$ cat config.mk
export PLATFORM = sky130hd
export DESIGN_NAME = serial_normalizer
export DESIGN_NICKNAME = d
export VERILOG_FILES = /design/src/rtl/serial_normalizer_pkg.sv /design/src/rtl/leading_zero_detector_16.sv /design/src/rtl/serial_normalizer.sv
export SDC_FILE = /design/constraint.sdc
export NUM_CORES = 1
export LEC_CHECK = 0
export ABC_AREA = 0
export CORE_UTILIZATION = 41
export CTS_CLUSTER_SIZE = 10
export DETAILED_ROUTE_END_ITERATION = 16
export MAX_ROUTING_LAYER = met4
export PLACE_DENSITY = 0.73
export SLEW_MARGIN = 15
export SYNTH_ARGS = -nofsm -noshare
export SYNTH_HDL_FRONTEND = slang
export SYNTH_SLANG_ARGS = --single-unit
$ cat constraint.sdc
create_clock -name clk -period 1.6 [get_ports clk]
set_input_delay 0.4 -clock clk [delete_from_list [all_inputs] [get_ports clk]]
set_output_delay 0.4 -clock clk [all_outputs]
set_load 0.1 [all_outputs]
$ cat src/rtl/serial_normalizer_pkg.sv
// Shared constants and state encoding for the serial left-normalizer.
// Optional all-zero flag feature is controlled by SERIAL_NORM_ZERO_EN.
package serial_normalizer_pkg;

  localparam int DATA_W = 16;
  localparam int CNT_W  = 4;
  localparam int LZD_W  = CNT_W;

  // Count reported for an all-zero operand when no zero flag is available
  localparam logic [LZD_W-1:0] LZD_ALL_ZERO = LZD_W'(DATA_W - 1);

  typedef enum logic [1:0] {
    IDLE  = 2'd0,
    SHIFT = 2'd1,
    DONE  = 2'd2
  } state_t;

endpackage

$ cat src/rtl/leading_zero_detector_16.sv
// Combinational leading-zero count for a 16-bit word, counted from bit 15.
// All-zero input reports the maximum count and raises all_zero_o.
module leading_zero_detector_16
  import serial_normalizer_pkg::*;
(
  input  logic [DATA_W-1:0] data_i,
  output logic [LZD_W-1:0]  count_o,
  output logic              all_zero_o
);

  // Ascending scan: the highest set bit is written last and wins
  always_comb begin
    count_o = LZD_ALL_ZERO;
    for (int i = 0; i < DATA_W; i++) begin
      if (data_i[i]) count_o = LZD_W'(DATA_W - 1 - i);
    end
  end

  assign all_zero_o = ~|data_i;

endmodule

$ cat src/rtl/serial_normalizer.sv
// Sequential left-normalizer: one shift per cycle until the MSB is aligned.
// Defining SERIAL_NORM_ZERO_EN adds zero_flag and a fast path for zero operands.
//
// state | meaning
// IDLE  | ready, waiting for start
// SHIFT | shifting while counter < lzd_output
// DONE  | done pulse cycle, back to IDLE next
module serial_normalizer
  import serial_normalizer_pkg::*;
(
  input  logic              clk,
  input  logic              rst_n,
  input  logic              start,
  input  logic [DATA_W-1:0] data_in,
  output logic              ready,
  output logic              done,
  output logic [DATA_W-1:0] data_out,
  output logic [CNT_W-1:0]  lzd_output,
  output logic [CNT_W-1:0]  counter
`ifdef SERIAL_NORM_ZERO_EN
  ,
  output logic              zero_flag
`endif
);

  state_t             state_q;
  logic [DATA_W-1:0]  data_q;
  logic [CNT_W-1:0]   lzd_q;
  logic [CNT_W-1:0]   cnt_q;
  logic               ready_q;
  logic               done_q;
  logic [LZD_W-1:0]   lzd_raw;
  logic [CNT_W-1:0]   lzd_d;
  logic               all_zero;

  leading_zero_detector_16 u_lzd (
    .data_i     (data_in),
    .count_o    (lzd_raw),
    .all_zero_o (all_zero)
  );

`ifdef SERIAL_NORM_ZERO_EN
  logic zf_q;

  assign lzd_d     = all_zero ? '0 : lzd_raw;
  assign zero_flag = zf_q;

  always_ff @(posedge clk or negedge rst_n) begin
    if (!rst_n) begin
      zf_q <= 1'b0;
    end else if (state_q == IDLE && start) begin
      zf_q <= all_zero;
    end
  end
`else
  assign lzd_d = all_zero ? LZD_ALL_ZERO : lzd_raw;
`endif

  always_ff @(posedge clk or negedge rst_n) begin
    if (!rst_n) begin
      state_q <= IDLE;
      data_q  <= '0;
      lzd_q   <= '0;
      cnt_q   <= '0;
      ready_q <= 1'b1;
      done_q  <= 1'b0;
    end else begin
      done_q <= 1'b0;
      case (state_q)
        IDLE: begin
          if (start) begin
            data_q  <= data_in;
            lzd_q   <= lzd_d;
            cnt_q   <= '0;
            ready_q <= 1'b0;
            state_q <= SHIFT;
          end
        end
        SHIFT: begin
          if (cnt_q < lzd_q) begin
            data_q <= data_q << 1;
            cnt_q  <= cnt_q + CNT_W'(1);
          end else begin
            done_q  <= 1'b1;
            state_q <= DONE;
          end
        end
        DONE: begin
          ready_q <= 1'b1;
          state_q <= IDLE;
        end
        default: begin
          ready_q <= 1'b1;
          state_q <= IDLE;
        end
      endcase
    end
  end

  assign ready      = ready_q;
  assign done       = done_q;
  assign data_out   = data_q;
  assign lzd_output = lzd_q;
  assign counter    = cnt_q;

endmodule
==> reports/results.txt <==
Final wirelength - 4710 um
WHS - 0.408 ns
ANT cells - 0
Mapped cell area - 0.00141 sq mm
Tcrit/Tclk final - 114%
Failing checks - negative setup slack
Initial Util - 44.7%
Cts hold-fix bufs - 0
Dpl cell area - 0.00244 sq mm
Type of origin of the critical path - flip-flop
Worst-margin pin slew - 0.370 ns
Starting DRT DRC Count - 76
Syn avg cell area - 9.46 sq um
Syn Inst Count - 149
Synth top area share - 48.0%
Worst min-delay path class - in -> async
Slew Viols, Final - 0
Antenna violations before repair - 0
Gr usage total - 28.7%
Mux cell area share after synthesis - 0%
DRC viols - 0
DP Wirelength - 3360 um
CTS tree - built
Crit Path Class - reg -> reg
First-pass GRT wire length - 7390 um
Fraction of layout cells with a size suffix above 1 - 44.5%
Root Driver - clkbuf_4
Vias - 1546
Area delta synth->final - 85.4%
# IOs - 45
Synth Area in Compound Gates - 26.4%
Die X - 60.6 um
Synth Area in Adders - 3.55%
Max-cap violations - 0
Largest net degree at the start of global routing - 29
CTS Sinks - 28
F_max - 549 MHz
Core ar. - 0.00315 sq mm
# nets final - 251
Reg2Reg Depth - 7
1st-pass router iterations - 4
Status - complete, but fails checks
Worst EP required - 1.83 ns
GRT overflow - 0
Crit. End Element - flip-flop
I/O Buffers - 44
Chip height - 60.6 um
Slew HR - 75.4%
Longest Clk Path Bufs - 2
Worst setup margin - -0.222 ns
WL/cell - 17.4 um
CTS Buf Count - 3
FP Rows - 20
Crit path time final - 1.82 ns
Die area - 0.00367 sq mm
Final Skew - 0.00676 ns
Clock slew at reported path FFs - 0.16 ns
Xor and xnor area share after synthesis - 0%
CP max FO - 8
RSZ-0062 raised after global routing - true
Synth warnings - 0
Final setup vio count - 21
Crit path DAT - 2.05 ns
Gpl congestion - 0.885
Final Instance Area - 0.00261 sq mm
Main combinational cell family by area after synthesis - compound AO/OA/AOI/OAI gates
Htree depth - 1
Dpl ws - -0.431 ns
Final hold violations - 0
Sequential area share after synthesis - 49.8%
Synth top area cells - dfrtp_1 48%, nor2_1 7.5%, o22ai_1 6.7%
Total negative setup slack - -3.85 ns
Clk_lat worst skew - 0.33 ns
Flops & latches, synth - 28
Post-Synth Simple-Gate Area - 15.5%
Antenna-violating nets left - 0
Synthesized net count - 172
Vias per inst - 5.70
Dominant cell type by area after synthesis - dfrtp_1
Vias in the first global route - 1622
Unique masters post-synth - 31
kinds of logic (layout without fill, tap and decap cells):
| group | Yosys count | in the layout |
|---|---|---|
| AOI/OAI and AO/OA | 53 | 53 |
| and+or+nand+nor | 49 | 49 |
| DFF | 28 | 28 |
| buffers and inverters | 15 | 93 |
| adders and majority gates | 4 | 4 |
metrics by stage:
step | utilization, % | cells
after detailed placement | 77.3 | 264
after floorplan | - | 149
after global routing | 82.9 | 271
after CTS | 81.5 | 270
after global placement | 77.3 | 264
final | 82.9 | 271
placed cells by master, fill, tap and decap left out, types with 3 or more instances in the layout:
cell type        count
a21oi_1             16
dfrtp_4              6
nand3_1              6
buf_4               34
o21ai_0              4
o22ai_2             10
clkbuf_4             3
nor2_1              26
buf_12              27
inv_1                6
ha_1                 3
nor3_1               3
dfrtp_1             19
clkdlybuf4s50_1     17
o22ai_1              5
nand2_1              6
registers in the layout, summed over array words and instances (netlist names):
| signal | count |
|---|---|
| done | 1 |
| data_out | 16 |
| lzd_output | 4 |
| state_q | 2 |
| counter | 4 |
| ready | 1 |
cell usage after synthesis (all sizes together):
| master | n |
|---|---|
| a2111oi | 1 |
| a211oi | 2 |
| a21oi | 16 |
| a221oi | 1 |
| a2bb2oi | 1 |
| and2 | 1 |
| buf | 5 |
| clkbuf | 3 |
| dfrtp | 27 |
| dfstp | 1 |
| ha | 4 |
| inv | 7 |
| nand2 | 6 |
| nand2b | 3 |
| nand3 | 6 |
| nor2 | 28 |
| nor3 | 3 |
| nor4 | 2 |
| o211ai | 3 |
| o21a | 1 |
| o21ai | 6 |
| o21bai | 2 |
| o22ai | 15 |
| o31a | 1 |
| o31ai | 4 |
what timing repair did:
action	CTS	global route
setup buffers	2	1
pin swaps	2	1
setup endpoints to repair	23	24
resized for setup	17	6
area by class of cell:
cell class                      instances  area (sq um)
Sequential cell                        28           727
Clock buffer                            4          36.3
Multi-Input combinational cell        106           753
Inverter                                7          28.8
Timing Repair Buffer                   82          1010
Tap cell                               44          55.1
Fill cell                             196           541
routing by layer:
layer	wire [um]	track usage [%]	up-vias	part of all wire (%)
met5	0	-	-	0
met4	136	14.0	0	2.9
li1	-	-	693	-
met3	235	3.41	12	5.0
met2	2550	51.8	82	54
met1	1790	30.8	759	38
critical path: stages, from the launching register on:
cell	delay (ns)
dfrtp_4	0.52
inv_4	0.07
ha_4	0.19
a2111oi_4	0.38
o21bai_4	0.15
buf_6	0.16
o211ai_2	0.16
o31ai_2	0.09
final timing paths:
path | startpoint | to | slack (ns)
min reg2reg | ready | ready | 0.56
min | rst_n | lzd_output[0] | 0.41
max in group asynchronous | rst_n | ready | 0.96
min in group clk | ready | ready | 0.56
max reg2reg | lzd_output[1] | counter[2] | -0.22
max | lzd_output[1] | counter[2] | -0.22
Power is left out: the tool's default activity adds up to more than one toggle a clock period on the data nets, which glitch-free logic cannot reach.
